==> src/rtl/dds_pkg.sv <==
// Shared definitions for the output-side indicator logic.
//   state_e : FSM encoding (IDLE/ON/OFF). 2'd3 is illegal and recovers to IDLE.
//   T_*     : blink timing presets in clock cycles.
package dds_pkg;

  typedef enum logic [1:0] {
    ST_IDLE = 2'd0,
    ST_ON   = 2'd1,
    ST_OFF  = 2'd2
  } state_e;

  localparam int unsigned T_TEST  = 300;
  localparam int unsigned T_100MS = 2_400_000;
  localparam int unsigned T_1S    = 24_000_000;

endpackage

==> src/rtl/event_indicator_blink_timer.sv <==
// Blink phase timer.
//   clk, rst  : clock, asynchronous active-high reset
//   clear     : forces the count to 0 on the next edge (has priority over enable)
//   enable    : increments the count on the next edge
//   terminal  : phase length in cycles (>= 1)
//   done      : high while count == terminal-1, i.e. in the last cycle of the phase
module blink_timer
  import dds_pkg::*;
#(
  parameter int unsigned CNT_W = 26
) (
  input  logic             clk,
  input  logic             rst,
  input  logic             clear,
  input  logic             enable,
  input  logic [CNT_W-1:0] terminal,
  output logic             done
);

  logic [CNT_W-1:0] cnt_q;
  logic [CNT_W-1:0] cnt_d;

  always_comb begin
    cnt_d = cnt_q;
    if (clear) begin
      cnt_d = '0;
    end else if (enable) begin
      cnt_d = cnt_q + 1'b1;
    end
  end

  always_ff @(posedge clk or posedge rst) begin
    if (rst) begin
      cnt_q <= '0;
    end else begin
      cnt_q <= cnt_d;
    end
  end

  // The FSM clears the timer on every phase change, so the count never
  // runs past terminal-1 and cannot wrap.
  assign done = (cnt_q == (terminal - 1'b1));

endmodule

==> src/rtl/event_indicator.sv <==
// LED event indicator.
// Turns single-cycle internal event strobes into visible blinks: each accepted
// event gives ON_TIME cycles of LED high followed by OFF_TIME cycles low.
// Events arriving during a blink are queued in a saturating counter and
// replayed back-to-back.
//   Fg_CLK   : system clock
//   RESET    : asynchronous active-high reset
//   IntEVT   : event strobe (each high cycle is one event)
//   ClrOvf   : synchronous clear of Overflow
//   ExtLED   : registered LED drive, high during the ON phase
//   Busy     : high whenever the FSM is not idle
//   Pending  : events accepted but not yet started
//   Overflow : sticky, set when an event is dropped at saturation
module event_indicator
  import dds_pkg::*;
#(
  parameter int unsigned ON_TIME  = T_TEST,
  parameter int unsigned OFF_TIME = T_TEST,
  parameter int unsigned CNT_W    = 26,
  parameter int unsigned PEND_W   = 4
) (
  input  logic              Fg_CLK,
  input  logic              RESET,
  input  logic              IntEVT,
  input  logic              ClrOvf,
  output logic              ExtLED,
  output logic              Busy,
  output logic [PEND_W-1:0] Pending,
  output logic              Overflow
);

  localparam logic [PEND_W-1:0] PEND_MAX = '1;

  state_e            state_q, state_d;
  logic [PEND_W-1:0] pend_q, pend_d;
  logic              ovf_q, ovf_d;
  logic              led_q, led_d;

  logic              blink_start;
  logic              tmr_clear;
  logic              tmr_enable;
  logic              tmr_done;
  logic [CNT_W-1:0]  tmr_terminal;

  // Saturating pending update; a simultaneous accept and start cancel out.
  function automatic logic [PEND_W-1:0] pend_next(input logic [PEND_W-1:0] cur,
                                                  input logic inc,
                                                  input logic dec);
    logic [PEND_W-1:0] nxt;
    nxt = cur;
    if (inc && !dec && (cur != PEND_MAX)) begin
      nxt = cur + 1'b1;
    end else if (!inc && dec) begin
      nxt = cur - 1'b1;
    end
    return nxt;
  endfunction

  assign tmr_terminal = (state_q == ST_ON) ? CNT_W'(ON_TIME) : CNT_W'(OFF_TIME);

  blink_timer #(
    .CNT_W (CNT_W)
  ) u_timer (
    .clk      (Fg_CLK),
    .rst      (RESET),
    .clear    (tmr_clear),
    .enable   (tmr_enable),
    .terminal (tmr_terminal),
    .done     (tmr_done)
  );

  always_comb begin
    state_d     = state_q;
    blink_start = 1'b0;
    tmr_clear   = 1'b0;
    tmr_enable  = 1'b0;
    unique case (state_q)
      ST_IDLE: begin
        tmr_clear = 1'b1;
        if (pend_q != '0) begin
          state_d     = ST_ON;
          blink_start = 1'b1;
        end
      end
      ST_ON: begin
        if (tmr_done) begin
          state_d   = ST_OFF;
          tmr_clear = 1'b1;
        end else begin
          tmr_enable = 1'b1;
        end
      end
      ST_OFF: begin
        if (tmr_done) begin
          tmr_clear = 1'b1;
          // Chain straight into the next blink when work is queued.
          if (pend_q != '0) begin
            state_d     = ST_ON;
            blink_start = 1'b1;
          end else begin
            state_d = ST_IDLE;
          end
        end else begin
          tmr_enable = 1'b1;
        end
      end
      default: begin
        state_d   = ST_IDLE;
        tmr_clear = 1'b1;
      end
    endcase
  end

  always_comb begin
    pend_d = pend_next(pend_q, IntEVT, blink_start);
    ovf_d  = ovf_q;
    // A drop in the same cycle as a clear keeps the flag set.
    if (IntEVT && !blink_start && (pend_q == PEND_MAX)) begin
      ovf_d = 1'b1;
    end else if (ClrOvf) begin
      ovf_d = 1'b0;
    end
    // Decoded from the next state so the LED register lines up with state_q.
    led_d = (state_d == ST_ON);
  end

  always_ff @(posedge Fg_CLK or posedge RESET) begin
    if (RESET) begin
      state_q <= ST_IDLE;
      pend_q  <= '0;
      ovf_q   <= 1'b0;
      led_q   <= 1'b0;
    end else begin
      state_q <= state_d;
      pend_q  <= pend_d;
      ovf_q   <= ovf_d;
      led_q   <= led_d;
    end
  end

  assign ExtLED   = led_q;
  assign Busy     = (state_q != ST_IDLE);
  assign Pending  = pend_q;
  assign Overflow = ovf_q;

endmodule

==> config.mk <==
export PLATFORM = sky130hd
export DESIGN_NAME = event_indicator
export DESIGN_NICKNAME = d
export VERILOG_FILES = /design/src/rtl/dds_pkg.sv /design/src/rtl/event_indicator_blink_timer.sv /design/src/rtl/event_indicator.sv
export SDC_FILE = /design/constraint.sdc
export NUM_CORES = 1
export LEC_CHECK = 0
export ABC_AREA = 0
export CAP_MARGIN = 20
export CORE_UTILIZATION = 45
export DETAILED_ROUTE_END_ITERATION = 6
export DONT_BUFFER_PORTS = 1
export HOLD_SLACK_MARGIN = 0.06
export PLACE_DENSITY = 0.58
export REMOVE_ABC_BUFFERS = 1
export SLEW_MARGIN = 40
export SYNTH_ARGS = -nofsm -noshare
export SYNTH_HDL_FRONTEND = slang
export SYNTH_SLANG_ARGS = --single-unit
==> constraint.sdc <==
create_clock -name Fg_CLK -period 4 [get_ports Fg_CLK]
set_input_delay 1.2 -clock Fg_CLK [delete_from_list [all_inputs] [get_ports Fg_CLK]]
set_output_delay 1.2 -clock Fg_CLK [all_outputs]
set_load 0.02 [all_outputs]
==> results of run 1 <==
==> layout by cell type, fill, tap and decap left out, types with 2 or more instances in the layout <==
cell type  count
or4_1          3
nand4_1        7
inv_1          9
or4b_1         2
nor2b_1        2
nor4_1         2
o21ai_0        3
xor2_1        18
nor2_1        29
or3_1          2
nand2_1       13
a21oi_1        5
nand3_1       11
clkbuf_8       6
xnor2_1        8
and3_1         7
ha_1           7
dfrtp_1       34
mux2i_1        2
and2_1         2
==> where the power goes <==
group / switching [mW] / internal, mW / total, mW
Combinational: 0.0641 / 0.0562 / 0.120
Sequential: 0.0580 / 0.364 / 0.422
Clock: 0.124 / 0.139 / 0.263
Total: 0.246 / 0.559 / 0.805
==> final timing paths <==
kind	from	end	slack, ns	depth (start not counted)
min	u_timer.cnt_q[0]$_DFFE_PP0P_	u_timer.cnt_q[0]$_DFFE_PP0P_	0.50	1
max in group asynchronous	RESET	state_q[1]$_DFF_PP0_	2.61	2
max	u_timer.cnt_q[2]$_DFFE_PP0P_	Pending[3]$_DFFE_PP0P_	0.66	11
min in group asynchronous	RESET	state_q[0]$_DFF_PP0_	0.74	1
min reg2reg	u_timer.cnt_q[0]$_DFFE_PP0P_	u_timer.cnt_q[0]$_DFFE_PP0P_	0.50	1
max reg2reg	u_timer.cnt_q[2]$_DFFE_PP0P_	Pending[3]$_DFFE_PP0P_	0.66	11
==> critical path, stage by stage (launching register included) <==
cell,delay (ns)
dfrtp_1,0.42
or4b_1,0.52
or4_1,0.53
o31a_1,0.37
nand2b_4,0.20
nand3_1,0.19
ha_1,0.28
a21o_1,0.18
a21oi_1,0.18
nor2b_1,0.15
mux2i_1,0.09
xnor2_1,0.13
==> sequential cells by signal (all words and copies together) (netlist names) <==
name	count
Overflow	1
state_q	2
u_timer.cnt_q	26
ExtLED	1
Pending	4
==> cell families (layout without fill, tap and decap cells) <==
| family | Yosys count | after routing | share of synthesized area, % |
|---|---|---|---|
| and+or+nand+nor | 89 | 89 | 24.8 |
| AOI/OAI and AO/OA | 18 | 18 | 6.73 |
| buffers and inverters | 16 | 18 | 3.63 |
| xor gates and xnor gates | 26 | 26 | 12.2 |
| muxes | 2 | 2 | 1.08 |
| adders and majority gates | 8 | 8 | 5.79 |
| DFF | 34 | 34 | 45.8 |
==> per-layer routing <==
layer / track usage (%) / routed length, um / vias up / share of wire, %
li1: - / - / 666 / -
met1: 24.7 / 1620 / 641 / 46
met2: 31.0 / 1710 / 19 / 49
met3: 6.38 / 132 / 2 / 3.8
met4: 6.12 / 19 / 0 / 0.55
met5: 0 / 0 / - / 0
==> through the flow <==
step	hold WS, ns	utilization (%)	instance area, um2	power [mW]
2_1_floorplan	0.453	-	1830	0.513
3_3_place_gp	0.482	47.7	1900	0.539
3_5_place_dp	0.503	47.7	1900	0.549
4_1_cts	0.515	50.0	1990	0.812
5_1_grt	0.531	50.2	1990	0.849
6_report	0.499	50.2	1990	0.805
==> final cells by class <==
| class | instances | area [um2] | area share (%) |
|---|---|---|---|
| Multi-Input combinational cell | 143 | 948 | 47.6 |
| Clock inverter | 1 | 5.00 | 0.251 |
| Tap cell | 50 | 62.6 | 3.14 |
| Timing Repair Buffer | 1 | 7.51 | 0.376 |
| Inverter | 9 | 33.8 | 1.69 |
| Sequential cell | 34 | 851 | 42.7 |
| Clock buffer | 7 | 86.3 | 4.33 |
==> impl_metrics.py, run 1 <==
metrics = {
    "outcome": {
        "outcome": "finished clean",
    },
    "clock_tree": {
        "cts_made_buffers": 5,
        "cts.hold.buffers_added": 0,
        "post-cts-setup-buffers": 0,
        "cts_resized": 0,
        "cts_num_sinks": 34,
        "htreeDepth": 2,
        "clockBufferDepth": 2,
        "root_buffer": "clkbuf_8",
        "cts_tree": "yes",
        "clk_latency_ns": 0.28,
        "clk_pin_slew_worst_paths_ns": 0.07,
    },
    "finish": {
        "layout.nets": 206,
        "fillers": 373,
        "syn_to_final_growth_pct": 7.27,
        "drive_gt1_share_pct": 6.67,
        "n_antenna_cell": 0,
        "fin_cells": 245,
    },
    "sta": {
        "max_slew_margin_pct": 69.2,
        "worstMarginPinSlew_ns": 0.460,
        "tns_ns": 0,
        "setup_viol": 0,
        "fmaxAchievable_mhz": 299,
        "fin_skew_ns": 0.00213,
        "final.setup.worst_slack_ns": 0.661,
        "rsz0062_at_grt": "false",
        "hold_viol_final": 0,
        "finalCritPeriodShare_pct": 83.5,
        "min_period_ns": 3.34,
        "finalMaxSlewViolations": 0,
    },
    "route": {
        "vias_per_cell": 5.42,
        "drtIter0Drc": 95,
        "dr.pass1.iters": 4,
        "ant_nets": 0,
        "wl_per_cell_um": 14.2,
        "wl_mm": 3.48,
        "vias": 1328,
        "route.detailed.drc": 0,
    },
    "grt": {
        "grt_max_degree": 28,
        "grt_pass1_wl_mm": 6.29,
        "grtUsageTotal_pct": 19.4,
        "antenna_found_initial": 0,
        "grt_overflow": 0,
        "grt_pass1_vias": 1367,
    },
    "setup_path": {
        "startpoint_type": "register",
        "arrival_ns": 3.50,
        "crit_path_end_kind": "register",
        "crit_type": "register to register",
        "required_ns": 4.16,
        "crit_path_max_fanout": 6,
    },
    "synth": {
        "syn_area_per_cell_um2": 9.63,
        "synthesis.area_um2": 1860,
        "synth_warnings": 0,
        "yosysTopAreaCellShare_pct": 45.8,
        "synth_cells": 193,
        "yosysMostFrequentCell": "dfrtp_1",
        "synth_top_flop_cell": "dfrtp_1",
        "synthTopCellsByArea": "dfrtp_1 46%, xor2_1 8.5%, nor2_1 5.9%",
        "async_reset_ff_share_pct": 100,
        "synth_top_area_cell": "dfrtp_1",
        "yosysUniqueCellTypes": 40,
        "synth_edf_count": 0,
        "synth_commonest_cells": "34 x dfrtp_1, 29 x nor2_1, 18 x xor2_1",
        "synth_seq_area_share_pct": 45.8,
        "ys_ff_latch": 34,
    },
    "flow_run": {
        "max_cap_violations": 0,
    },
    "placed_design": {
        "dp.cells": 237,
        "io_buffer_count": 0,
        "dp_hpwl_mm": 2.48,
        "gp_congestion": 0.837,
        "place_ws_ns": 0.670,
    },
    "die": {
        "design.core.area_um2": 3970,
        "die_w_um": 66.3,
        "rows": 23,
        "start_util_pct": 46.8,
        "die_h_um": 66.3,
        "pin_count": 11,
        "die-area_um2": 4390,
    },
    "pwr": {
        "total_leakage_power_nw": 0.949,
        "ir_drop_mv": 0.270,
        "power_density_nw_per_um2": 404,
    },
    "hold_path": {
        "hp-class": "register to register",
    },
}
Note: power is estimated with default switching activity, not from simulation.
==> inputs of run 2 (changes only) <==
==> constraint.sdc (replaced) <==
create_clock -name Fg_CLK -period 3.5 [get_ports Fg_CLK]
set_input_delay 1.05 -clock Fg_CLK [delete_from_list [all_inputs] [get_ports Fg_CLK]]
set_output_delay 1.05 -clock Fg_CLK [all_outputs]
set_load 0.02 [all_outputs]
==> run 2 against run 1 <==
Sequential cell count is the same; maximum frequency rose by 2.2%; sequential power rose by 14%; final area increased by 0.63%; worst hold slack worse by 0.0055 ns; clock skew is 0.0081 ns higher; critical path type unchanged; largest cell class unchanged.
==> impl_metrics.py, run 2 (synthesis gave the netlist of run 1 again) <==
metrics = {
    "finish": {
        "drive_gt1_share_pct": 7.61,
        "layout.nets": 208,
        "max_flop_register": "u_timer.cnt_q",
        "final_common_cell": "dfrtp_1",
        "final_core_util_pct": 50.5,
        "n_antenna_cell": 0,
        "multi_input_area_um2": 946,
        "finalInstanceArea_um2": 2010,
        "seq_area_um2": 851,
        "syn_to_final_growth_pct": 7.94,
        "final_cell_mix": "34 x dfrtp_1, 29 x nor2_1, 18 x xor2_1",
        "fin_cells": 247,
        "fillers": 356,
        "largest_reg_flops": 26,
    },
    "setup_path": {
        "crit_path_max_fanout": 6,
        "worstPathCellList": "or4b_1 > or4_1 > o31a_1 > nand2b_4 > nand3_2 > ha_1 > a21o_1 > a21oi_1 > nor2b_1 > mux2i_1 > xnor2_1",
        "required_ns": 3.67,
        "worst_r2r_endpoint": "Pending[3]$_DFFE_PP0P_",
        "arrival_ns": 3.44,
        "reg2reg_depth": 11,
        "r2r_slack_ns": 0.23,
        "startpoint_type": "register",
        "critical-path-slowest-cell": "or4_1",
        "crit_path_end_kind": "register",
        "cp_num_buf_inv": 0,
        "cpPeakStageDelay_ns": 0.54,
        "rr_startpoint": "u_timer.cnt_q[2]$_DFFE_PP0P_",
        "cp_top_family": "simple AND/OR/NAND/NOR gates",
        "crit_type": "register to register",
    },
    "pwr": {
        "total_leakage_power_nw": 0.963,
        "internal_power_mw": 0.637,
        "power_frac_seq_pct": 52.9,
        "ir_drop_mv": 0.302,
        "pwr-share-clk_pct": 33.0,
        "swShare_pct": 30.2,
        "combPwrFrac_pct": 14.1,
        "p_total_mw": 0.913,
        "p_sw_mw": 0.276,
        "power_density_nw_per_um2": 455,
    },
    "clock_tree": {
        "htreeDepth": 2,
        "post-cts-setup-buffers": 0,
        "root_buffer": "clkbuf_8",
        "clockBufferDepth": 2,
        "cts_tree": "yes",
        "clk_pin_slew_worst_paths_ns": 0.07,
        "cts_made_buffers": 5,
        "cts_num_sinks": 34,
        "cts.hold.buffers_added": 0,
        "clk_latency_ns": 0.29,
        "cts_resized": 0,
    },
    "route": {
        "wl_per_cell_um": 14.0,
        "drtIter0Drc": 106,
        "vias": 1345,
        "wl_mm": 3.46,
        "vias_per_cell": 5.45,
        "ant_nets": 0,
        "dr.pass1.iters": 4,
        "route.detailed.drc": 0,
    },
    "sta": {
        "max_slew_margin_pct": 70.4,
        "min_period_ns": 3.27,
        "hold_viol_final": 0,
        "setup_viol": 0,
        "finalMaxSlewViolations": 0,
        "fmaxAchievable_mhz": 306,
        "worstMarginPinSlew_ns": 0.444,
        "final.setup.worst_slack_ns": 0.231,
        "finalCritPeriodShare_pct": 93.4,
        "rsz0062_at_grt": "false",
        "fin_hold_ws_ns": 0.494,
        "tns_ns": 0,
        "fin_skew_ns": 0.0102,
    },
    "placed_design": {
        "dpl-instance-area_um2": 1910,
        "place_ws_ns": 0.179,
        "io_buffer_count": 0,
        "dp.cells": 239,
        "gp_congestion": 0.827,
        "dp_hpwl_mm": 2.40,
    },
    "die": {
        "pin_count": 11,
        "die-area_um2": 4390,
        "die_w_um": 66.3,
        "die_h_um": 66.3,
        "design.core.area_um2": 3970,
        "start_util_pct": 46.8,
        "rows": 23,
    },
    "grt": {
        "grt_pass1_wl_mm": 6.12,
        "grtUsageTotal_pct": 18.7,
        "antenna_found_initial": 0,
        "grt_overflow": 0,
        "grt_pass1_vias": 1370,
        "grt_max_degree": 26,
    },
    "hold_path": {
        "hp-class": "register to register",
        "min_to": "u_timer.cnt_q[0]$_DFFE_PP0P_",
        "min_from": "u_timer.cnt_q[0]$_DFFE_PP0P_",
        "worstHoldPathCells": 1,
    },
    "flow_run": {
        "max_cap_violations": 0,
    },
    "outcome": {
        "outcome": "finished clean",
    },
}
-- run 2: worst register-to-register path, cell delays in order, from the launching register on --
cell and delay [ns]:
dfrtp_1 0.43, or4b_1 0.52, or4_1 0.54, o31a_1 0.37
nand2b_4 0.21, nand3_2 0.14, ha_1 0.25, a21o_1 0.17
a21oi_1 0.17, nor2b_1 0.15, mux2i_1 0.09, xnor2_1 0.12
-- run 2: worst max-delay path by stage --
stage | from | endpoint | slack (ns) | cells past startpoint
2_1_floorplan | u_timer.cnt_q[2]$_DFFE_PP0P_ | Pending[3]$_DFFE_PP0P_ | 0.39 | 11
3_3_place_gp | u_timer.cnt_q[2]$_DFFE_PP0P_ | Pending[3]$_DFFE_PP0P_ | 0.27 | 11
5_1_grt | u_timer.cnt_q[2]$_DFFE_PP0P_ | Pending[3]$_DFFE_PP0P_ | 0.04 | 11
6_report | u_timer.cnt_q[2]$_DFFE_PP0P_ | Pending[3]$_DFFE_PP0P_ | 0.23 | 11
3_5_place_dp | u_timer.cnt_q[2]$_DFFE_PP0P_ | Pending[3]$_DFFE_PP0P_ | 0.18 | 11
4_1_cts | u_timer.cnt_q[2]$_DFFE_PP0P_ | Pending[3]$_DFFE_PP0P_ | 0.17 | 11
-- run 2: routing by layer --
layer  share of wire, %  track usage, %
met1                 46            23.2
met2                 49            30.6
met3                3.8            5.52
met4                1.4            6.91
met5                  0               0
-- run 2: area by class of cell --
class	count	area share [%]
inverter	9	1.68
timing repair buffer	3	1.12
sequential	34	42.4
multi-input combinational	143	47.1
tap	50	3.12
clock buffer	7	4.30
clock inverter	1	0.249
-- run 2: power groups by stage --
stage	logic [mW]	clock network (mW)	registers, mW
2_1_floorplan	0.107	0	0.480
3_3_place_gp	0.125	0	0.491
3_5_place_dp	0.127	0	0.491
4_1_cts	0.128	0.310	0.484
5_1_grt	0.148	0.322	0.490
6_report	0.128	0.301	0.483
